==> src/rtl/sc_stream_decoder.sv <==
// sc_stream_decoder: counts the 1s in a window of 2^WIN_LOG2 valid stochastic bits and reports unipolar count plus bipolar value
// Ports: clk/rst (async, active-high); start begins a window from IDLE; bit_in qualified by bit_valid;
//        busy high while accumulating; done one-cycle pulse with new ones_count (0..N) and bipolar_val (2*ones_count - N)
module sc_stream_decoder #(
  parameter int WIN_LOG2 = 8
) (
  input  logic                       clk,
  input  logic                       rst,
  input  logic                       start,
  input  logic                       bit_in,
  input  logic                       bit_valid,
  output logic                       busy,
  output logic                       done,
  output logic [WIN_LOG2:0]          ones_count,
  output logic signed [WIN_LOG2+1:0] bipolar_val
);
  localparam int W = WIN_LOG2 + 1;
  localparam logic [W-1:0] N = {1'b1, {WIN_LOG2{1'b0}}};
  localparam logic [W-1:0] LAST = N - 1'b1;
  typedef enum logic [1:0] {IDLE, ACCUM, DONE} state_t;
  state_t state, state_n;
  logic [W-1:0] cnt, cnt_n, acc, acc_n, sum, ones_n;
  logic signed [W:0] bip_n;
  always_comb begin
    state_n = state;
    cnt_n = cnt;
    acc_n = acc;
    ones_n = ones_count;
    bip_n = bipolar_val;
    sum = acc + {{WIN_LOG2{1'b0}}, bit_in};
    case (state)
      IDLE: if (start) begin
        state_n = ACCUM;
        cnt_n = '0;
        acc_n = '0;
      end
      ACCUM: if (bit_valid) begin
        cnt_n = cnt + 1'b1;
        acc_n = sum;
        // the Nth bit is folded into the result directly so the outputs never see a partial sum
        if (cnt == LAST) begin
          state_n = DONE;
          ones_n = sum;
          bip_n = $signed({sum, 1'b0} - {1'b0, N});
        end
      end
      DONE: state_n = IDLE;
      default: state_n = IDLE;
    endcase
  end
  always_ff @(posedge clk or posedge rst) begin
    if (rst) begin
      state <= IDLE;
      cnt <= '0;
      acc <= '0;
      busy <= 1'b0;
      done <= 1'b0;
      ones_count <= '0;
      bipolar_val <= '0;
    end else begin
      state <= state_n;
      cnt <= cnt_n;
      acc <= acc_n;
      busy <= state_n == ACCUM;
      done <= state_n == DONE;
      ones_count <= ones_n;
      bipolar_val <= bip_n;
    end
  end
endmodule

==> config.mk <==
export PLATFORM = sky130hd
export DESIGN_NAME = sc_stream_decoder
export DESIGN_NICKNAME = d
export VERILOG_FILES = /design/src/rtl/sc_stream_decoder.sv
export SDC_FILE = /design/constraint.sdc
export NUM_CORES = 1
export LEC_CHECK = 0
export ABC_AREA = 1
export CAP_MARGIN = 20
export CORE_MARGIN = 2
export CORE_UTILIZATION = 40
export CTS_BUF_LIST = sky130_fd_sc_hd__clkbuf_8
export CTS_CLUSTER_SIZE = 16
export DETAILED_ROUTE_END_ITERATION = 10
export GPL_TIMING_DRIVEN = 1
export PLACE_DENSITY = 0.73
export SYNTH_ARGS = -nofsm -noshare
export SYNTH_HDL_FRONTEND = slang
export SYNTH_SLANG_ARGS = --single-unit
==> constraint.sdc <==
create_clock -name clk -period 1.8 [get_ports clk]
set_input_delay 0.36 -clock clk [delete_from_list [all_inputs] [get_ports clk]]
set_output_delay 0.36 -clock clk [all_outputs]
set_load 0.005 [all_outputs]
==> impl_metrics.py, run 1 <==
metrics = {
    "setup_path": {
        "max_stage_delay_ps": 370,
        "sort_of_element_at_the_start_of_the_critical_path": "flip-flop",
        "cp.depth": 12,
        "critical_path.slowest_cell": "sky130_fd_sc_hd__dfrtp_1",
        "timing.rr.start": "cnt[4]",
        "kind_of_critical_path": "flip-flop to flip-flop",
        "worst-path-buf-inv": 2,
        "critical_path_peak_fanout": 6,
        "timing.critical_path.from": "cnt[4]",
        "timing.critical_path.to_type": "flip-flop",
        "cp_common_cell": "sky130_fd_sc_hd__nand2_1",
        "required_arrival_time_at_the_worst_endpoint_ps": 2020,
        "critical_path_arrival_ps": 1990,
        "crit_path_cell_trace": "nand2_2 > inv_2 > nand2_4 > nor4_4 > ha_2 > nand2_4 > nor2_4 > buf_12 > nand3_2 > nand2_1 > nand2_1 > nand2_1",
        "crit_family": "simple AND/OR/NAND/NOR gates",
        "worst_case_reg_to_reg_path_depth": 12,
    },
    "synth": {
        "post_synth_inst_count": 196,
        "syn_avg_cell_area_um2": 8.39,
        "synth.net_count": 205,
        "synth-edff-count": 0,
        "async_set_reset_flop_share_out_of_synthesis_pct": 100,
        "synth-warning-count": 0,
        "synth.lib_cells_used.distinct": 27,
        "synth_seq_cells": 33,
        "synth.cell_area_um2": 1650,
        "ys_seq_area_share_pct": 50.2,
        "dominantRegCellSynth": "sky130_fd_sc_hd__dfrtp_1",
    },
    "placement": {
        "placement.io_buffers": 24,
        "global_placement_routability_congestion": 0.792,
        "detail_placement_hpwl_um": 2380,
    },
    "sta": {
        "timing.final.setup_violations": 0,
        "fmax_mhz": 567,
        "holdWs_ps": 471,
        "clock_skew_ps": 9.52,
        "timing.final.crit_period_ps": 1760,
        "final_hold_viol_count": 0,
        "tcrit_tclk_final_pct": 98.0,
        "slew_viol_final": 0,
        "unrepaired_setup_endpoints_after_global_routing": "true",
    },
    "drt": {
        "met3_length_um": 165,
        "detailroute.via_count": 1401,
        "first_iter_violations": 83,
        "wl_um": 3570,
        "ant_nets": 0,
        "vias_per_inst": 4.92,
        "met1Wirelength_um": 1540,
        "detailed_router_iteration_count_before_antenna_repair": 4,
        "drc": 0,
        "uppermost_routed_layer": "met4",
        "wl_met2_um": 1780,
        "detail_route.wl_per_cell_um": 12.5,
    },
    "floorplanning": {
        "design.portCount": 26,
        "die_h_um": 68.1,
        "die_w_um": 68.1,
        "placement_rows": 23,
        "floorplan.die_area_um2": 4640,
        "initial_core_util_pct": 41.4,
        "coreArea_um2": 3970,
    },
    "final_layout": {
        "area.growth.synth_to_final_pct": 33.8,
        "drive_above_1_share_pct": 20.0,
        "layout_common_cells": "sky130_fd_sc_hd__nand2_1, sky130_fd_sc_hd__dfrtp_1, sky130_fd_sc_hd__clkdlybuf4s50_1, sky130_fd_sc_hd__inv_1, sky130_fd_sc_hd__buf_4",
        "layout.nets": 244,
        "layout.cells.most_common": "sky130_fd_sc_hd__nand2_1",
        "fin_util_pct": 55.5,
        "insertedDiodeCount": 0,
    },
    "clocking": {
        "cts.hold.buffers_added": 0,
        "clk-insertion-delay-late_ps": 290,
        "worst_setup_hold_path_clk_slew_ps": 70,
        "cts_root_buffer": "sky130_fd_sc_hd__clkbuf_8",
        "cts-buffers-inserted": 5,
        "tritoncts": "built",
        "deepest_clock_path_buffer_count": 2,
        "tritoncts_num_sinks": 33,
        "clock_tree.htree_level_count": 2,
    },
    "global_route": {
        "globalRoute.totalOverflow": 0,
        "antenna_found_initial": 0,
        "grt_pass1_vias": 1305,
        "pin_count_of_the_biggest_net_entering_global_routing": 34,
        "grt_pass1_wl_um": 5800,
        "track_usage_pct": 17.3,
    },
    "status": {
        "result_of_the_run": "completed",
    },
    "power": {
        "peakVddDrop_uv": 659,
        "power_per_cell_area_nw_per_um2": 983,
        "power_leakage_nw": 1.02,
    },
    "run": {
        "max_cap_viol_count": 0,
    },
    "min_path": {
        "holdCritPathClass": "input pin to asynchronous set/reset pin",
    },
}
==> area by class of cell <==
| cell class | count | area, µm² |
|---|---|---|
| well taps | 50 | 62.6 |
| flip-flops and latches | 33 | 826 |
| fillers | 381 | 1770 |
| repair buffers | 40 | 373 |
| clock buffers | 5 | 68.8 |
| repair inverters | 2 | 12.5 |
| inverters | 23 | 93.8 |
| multi-input cells | 130 | 731 |
| clock inverters | 2 | 35.0 |
==> report_power, final <==
part	internal [mW]	switching, mW
Clock	0.402	0.272
Sequential	0.857	0.106
Combinational	0.242	0.285
==> worst paths after layout <==
path                                  end  slack [ps]
setup reg to reg           bipolar_val[9]          40
min in group clk           bipolar_val[8]         490
hold reg to reg            bipolar_val[8]         490
max in group asynchronous          cnt[0]        1010
hold / removal                     acc[5]         470
setup / recovery           bipolar_val[9]          40
==> worst register-to-register path, cell delays in order (launching register included) <==
cell	delay [ps]
sky130_fd_sc_hd__dfrtp_1	370
sky130_fd_sc_hd__nand2_2	70
sky130_fd_sc_hd__inv_2	90
sky130_fd_sc_hd__nand2_4	60
sky130_fd_sc_hd__nor4_4	270
sky130_fd_sc_hd__ha_2	270
sky130_fd_sc_hd__nand2_4	60
sky130_fd_sc_hd__nor2_4	130
sky130_fd_sc_hd__buf_12	150
sky130_fd_sc_hd__nand3_2	90
sky130_fd_sc_hd__nand2_1	60
sky130_fd_sc_hd__nand2_1	40
sky130_fd_sc_hd__nand2_1	50
==> state kept, by name (all words and copies together), names as in the netlist <==
| register | count |
|---|---|
| acc | 9 |
| bipolar_val | 2 |
| busy | 1 |
| cnt | 9 |
| done | 1 |
| ones_count | 9 |
| state | 2 |
==> synthesized netlist by cell type, types with 2 or more instances <==
master / number / area share [%]
sky130_fd_sc_hd__nand2_1: 55 / 13
sky130_fd_sc_hd__dfrtp_1: 33 / 50
sky130_fd_sc_hd__inv_1: 21 / 4.8
sky130_fd_sc_hd__o21ai_0: 14 / 4.3
sky130_fd_sc_hd__nand3_1: 12 / 3.7
sky130_fd_sc_hd__nor2_1: 10 / 2.3
sky130_fd_sc_hd__buf_4: 9 / 4.1
sky130_fd_sc_hd__o21ai_1: 7 / 2.1
sky130_fd_sc_hd__o22ai_1: 5 / 1.9
sky130_fd_sc_hd__ha_1: 4 / 3.0
sky130_fd_sc_hd__xor2_1: 4 / 2.1
sky130_fd_sc_hd__a21oi_1: 3 / 0.91
sky130_fd_sc_hd__a31oi_1: 2 / 0.76
sky130_fd_sc_hd__inv_2: 2 / 0.46
sky130_fd_sc_hd__nand2_2: 2 / 0.76
sky130_fd_sc_hd__nand4_1: 2 / 0.76
==> stage by stage <==
step | power [mW] | worst slack (ps) | std cells | area [µm²] | TNS [ps]
global route | 2.31 | -41.7 | 285 | 2200 | -225
CTS | 2.13 | 2.42 | 281 | 2100 | 0
global placement | 1.42 | -135 | 274 | 1970 | -564
finish | 2.16 | 36.5 | 285 | 2200 | 0
floorplan | 1.26 | 26.1 | 196 | 1650 | 0
detailed placement | 1.44 | -174 | 274 | 1970 | -1550
==> kinds of logic (layout without fill, tap and decap cells) <==
group	Yosys count	after routing	synth area share (%)
other cells	1	1	0.228
fa+ha+maj	4	4	3.04
compound gates	34	34	11.7
xor+xnor	5	5	2.66
simple gates	86	86	22.1
flops	33	33	50.2
buf+inv	33	72	10.0
==> repair_timing <==
item                       CTS  global route
cloned                       0             2
pin swaps                    1             6
resized for setup            3            25
setup endpoints to repair   11            11
buffers inserted             0             2
==> metal layers <==
| metal | track usage, % | vias to the layer above |
|---|---|---|
| li1 | - | 703 |
| met1 | 20.4 | 661 |
| met2 | 28.2 | 29 |
| met3 | 5.76 | 8 |
| met4 | 8.75 | 0 |
| met5 | 0 | - |
No activity file was read; power rests on OpenSTA's default activity.
==> inputs of run 2 (changes only) <==
--- a/config.mk
+++ b/config.mk
@@ -5,7 +5,6 @@
 export SDC_FILE = /design/constraint.sdc
 export NUM_CORES = 1
 export LEC_CHECK = 0
-export ABC_AREA = 1
 export CAP_MARGIN = 20
 export CORE_MARGIN = 2
 export CORE_UTILIZATION = 40
@@ -13,7 +12,7 @@
 export CTS_CLUSTER_SIZE = 16
 export DETAILED_ROUTE_END_ITERATION = 10
 export GPL_TIMING_DRIVEN = 1
-export PLACE_DENSITY = 0.73
+export PLACE_DENSITY = 0.72
 export SYNTH_ARGS = -nofsm -noshare
 export SYNTH_HDL_FRONTEND = slang
 export SYNTH_SLANG_ARGS = --single-unit
==> run 2 against run 1 <==
- the flow now finishes with violations (negative setup slack)
- design area increased by 7.5%
- register-to-register slack worse by 170 ps
- die area grew 6.7%
- power fell by 12%
- routed wire length is 4.8% higher
- clock-buffer cell count stayed put
- utilization fell by 0.32 points
- setup slack worse by 170 ps
- combinational power is 12% lower
- synthesized cell count decreased by 2.0%
- highest routed layer unchanged
==> impl_metrics.py, run 2 <==
metrics = {
    "synth": {
        "synth.area.top_cells": "sky130_fd_sc_hd__dfrtp_1, sky130_fd_sc_hd__nand2_1, sky130_fd_sc_hd__o21ai_1",
        "synth.lib_cells_used.distinct": 41,
        "synth-warning-count": 0,
        "async_set_reset_flop_share_out_of_synthesis_pct": 100,
        "syn_avg_cell_area_um2": 9.18,
        "synth_seq_cells": 33,
        "synth_top_area_cell": "sky130_fd_sc_hd__dfrtp_1",
        "post_synth_inst_count": 192,
        "synth.cell_area_um2": 1760,
        "ys_seq_area_share_pct": 46.8,
        "post_synth_most_frequent_cells": "sky130_fd_sc_hd__nand2_1, sky130_fd_sc_hd__dfrtp_1, sky130_fd_sc_hd__o21ai_1",
        "dominantRegCellSynth": "sky130_fd_sc_hd__dfrtp_1",
        "synth_most_common_cell": "sky130_fd_sc_hd__nand2_1",
        "synth.net_count": 201,
        "synth-edff-count": 0,
        "synth_top_area_share_pct": 46.8,
    },
    "setup_path": {
        "worst_case_reg_to_reg_path_depth": 10,
        "critical_path_peak_fanout": 5,
        "timing.critical_path.to_type": "flip-flop",
        "critical_path_arrival_ps": 2110,
        "r2r_slack_ps": -130,
        "sort_of_element_at_the_start_of_the_critical_path": "flip-flop",
        "kind_of_critical_path": "flip-flop to flip-flop",
        "required_arrival_time_at_the_worst_endpoint_ps": 1980,
        "worstReg2RegEnd": "bipolar_val[9]",
        "timing.rr.start": "cnt[0]",
        "timing.critical_path.from": "cnt[0]",
    },
    "final_layout": {
        "insertedDiodeCount": 0,
        "layout.nets": 247,
        "biggestRegsByFlops": "acc (9), cnt (9), ones_count (9)",
        "layout_common_cells": "sky130_fd_sc_hd__dfrtp_1, sky130_fd_sc_hd__nand2_1, sky130_fd_sc_hd__buf_4, sky130_fd_sc_hd__clkdlybuf4s50_1, sky130_fd_sc_hd__o21ai_1",
        "fillerInstances": 392,
        "layout.cells.most_common": "sky130_fd_sc_hd__dfrtp_1",
        "fin_area_um2": 2370,
        "area.growth.synth_to_final_pct": 34.3,
        "drive_above_1_share_pct": 27.6,
        "fin_util_pct": 55.1,
        "seqCellArea_um2": 826,
        "multi_input_area_um2": 852,
    },
    "drt": {
        "ant_nets": 0,
        "drc": 0,
        "detail_route.wl_per_cell_um": 12.9,
        "detailed_router_iteration_count_before_antenna_repair": 4,
        "detailroute.via_count": 1523,
        "wl_um": 3750,
        "vias_per_inst": 5.23,
        "first_iter_violations": 65,
    },
    "global_route": {
        "antenna_found_initial": 0,
        "grt_met3_use_pct": 3.61,
        "globalRoute.totalOverflow": 0,
        "track_usage_pct": 17.0,
        "grt_pass1_vias": 1498,
        "gr-max-usage-layer": "met2",
        "pin_count_of_the_biggest_net_entering_global_routing": 34,
        "use_met2_pct": 27.8,
        "grtUsageMet1_pct": 21.6,
        "grt_pass1_wl_um": 6770,
    },
    "floorplanning": {
        "coreArea_um2": 4290,
        "die_h_um": 70.4,
        "design.portCount": 26,
        "floorplan.die_area_um2": 4950,
        "die_w_um": 70.4,
        "initial_core_util_pct": 41.1,
        "placement_rows": 24,
    },
    "clocking": {
        "clk-insertion-delay-late_ps": 290,
        "clock_tree.htree_level_count": 2,
        "cts.hold.buffers_added": 0,
        "tritoncts_num_sinks": 33,
        "deepest_clock_path_buffer_count": 2,
        "cts_root_buffer": "sky130_fd_sc_hd__clkbuf_8",
        "tritoncts": "built",
        "cts-buffers-inserted": 5,
        "worst_setup_hold_path_clk_slew_ps": 70,
    },
    "placement": {
        "postPlaceCellArea_um2": 2200,
        "global_placement_routability_congestion": 0.887,
        "detail_placement_hpwl_um": 2640,
        "placement.io_buffers": 24,
    },
    "status": {
        "result_of_the_run": "complete, but fails checks",
        "violations": "negative setup slack",
    },
    "sta": {
        "slew_viol_final": 0,
        "postLayoutSetupSlackWorst_ps": -130,
        "holdWs_ps": 461,
        "timing.final.crit_period_ps": 1930,
        "tcrit_tclk_final_pct": 107,
        "timing.final.setup_violations": 11,
        "fmax_mhz": 518,
        "clock_skew_ps": 7.72,
        "totalNegativeSetupSlack_ps": -1120,
        "unrepaired_setup_endpoints_after_global_routing": "true",
        "final_hold_viol_count": 0,
    },
    "power": {
        "pwr-share-comb_pct": 24.5,
        "power_leakage_nw": 1.06,
        "power_per_cell_area_nw_per_um2": 803,
        "power.internal_mw": 1.32,
        "power.switching_fraction_pct": 30.5,
        "sequentialPowerShare_pct": 47.4,
        "peakVddDrop_uv": 586,
        "power.share.clock_pct": 28.2,
        "power.switching_uw": 581,
    },
    "min_path": {
        "holdCritPathClass": "input pin to asynchronous set/reset pin",
    },
    "run": {
        "max_cap_viol_count": 0,
    },
}
-- run 2: timing repair --
| action | 4_1_cts | 5_1_grt |
|---|---|---|
| cloned | 1 | 0 |
| resized for setup | 12 | 6 |
| setup endpoints to repair | 12 | 14 |
| pin swaps | 9 | 0 |
| buffers inserted | 1 | 2 |
-- run 2: metal layers --
| metal | up-vias | share of wire (%) |
|---|---|---|
| li1 | 748 | - |
| met2 | 26 | 49 |
| met4 | 0 | 1.1 |
| met3 | 5 | 3.4 |
| met1 | 744 | 47 |
| met5 | - | 0 |
-- run 2: how the worst max path moves through the flow --
stage,endpoint,cells past startpoint,slack [ps]
global placement,bipolar_val[9],7,-270
global route,ones_count[8],9,-200
floorplan,bipolar_val[9],10,-80
CTS,bipolar_val[9],10,-130
detailed placement,bipolar_val[9],7,-270
finish,bipolar_val[9],10,-130
-- run 2: kinds of logic after synthesis --
family	after synthesis	share of synthesized area (%)
AND/OR/NAND/NOR	68	18.9
AO/OA/AOI/OAI	55	19.2
flip-flops	33	46.8
buffers and inverters	25	9.01
XOR/XNOR	6	2.98
adder cells (fa/ha/maj)	4	2.84
other	1	0.213
-- run 2: area by class of cell --
cell class              instances  area share, %
repair buffers                 58           21.9
clock buffers                   5           2.91
inverters                       6          0.951
multi-input cells             134           36.0
flip-flops and latches         33           34.9
clock inverters                 3          0.581
well taps                      52           2.75
-- run 2: critical path, stage by stage (launching register included) --
cell and delay, ps:
sky130_fd_sc_hd__dfrtp_1 390, sky130_fd_sc_hd__ha_2 200, sky130_fd_sc_hd__and3_4 150, sky130_fd_sc_hd__and3_4 180
sky130_fd_sc_hd__and3_4 190, sky130_fd_sc_hd__ha_4 150, sky130_fd_sc_hd__nand4b_1 140, sky130_fd_sc_hd__buf_6 150
sky130_fd_sc_hd__nor2_2 30, sky130_fd_sc_hd__a32oi_1 180, sky130_fd_sc_hd__o21ai_1 80
-- run 2: per-stage QoR --
step	worst slack [ps]	total power [mW]	std cells
3_5_place_dp	-274	1.35	279
6_report	-130	1.90	291
2_1_floorplan	-78.3	1.20	192
3_3_place_gp	-272	1.33	279
4_1_cts	-132	1.91	289
5_1_grt	-203	2.01	291
-- run 2: power by group through the flow --
| stage | clock network [mW] | registers, mW | logic, mW |
|---|---|---|---|
| finish | 0.535 | 0.901 | 0.465 |
| global route | 0.573 | 0.918 | 0.523 |
| CTS | 0.554 | 0.899 | 0.460 |
| detailed placement | 0 | 0.916 | 0.436 |
| global placement | 0 | 0.911 | 0.423 |
| floorplan | 0 | 0.889 | 0.313 |
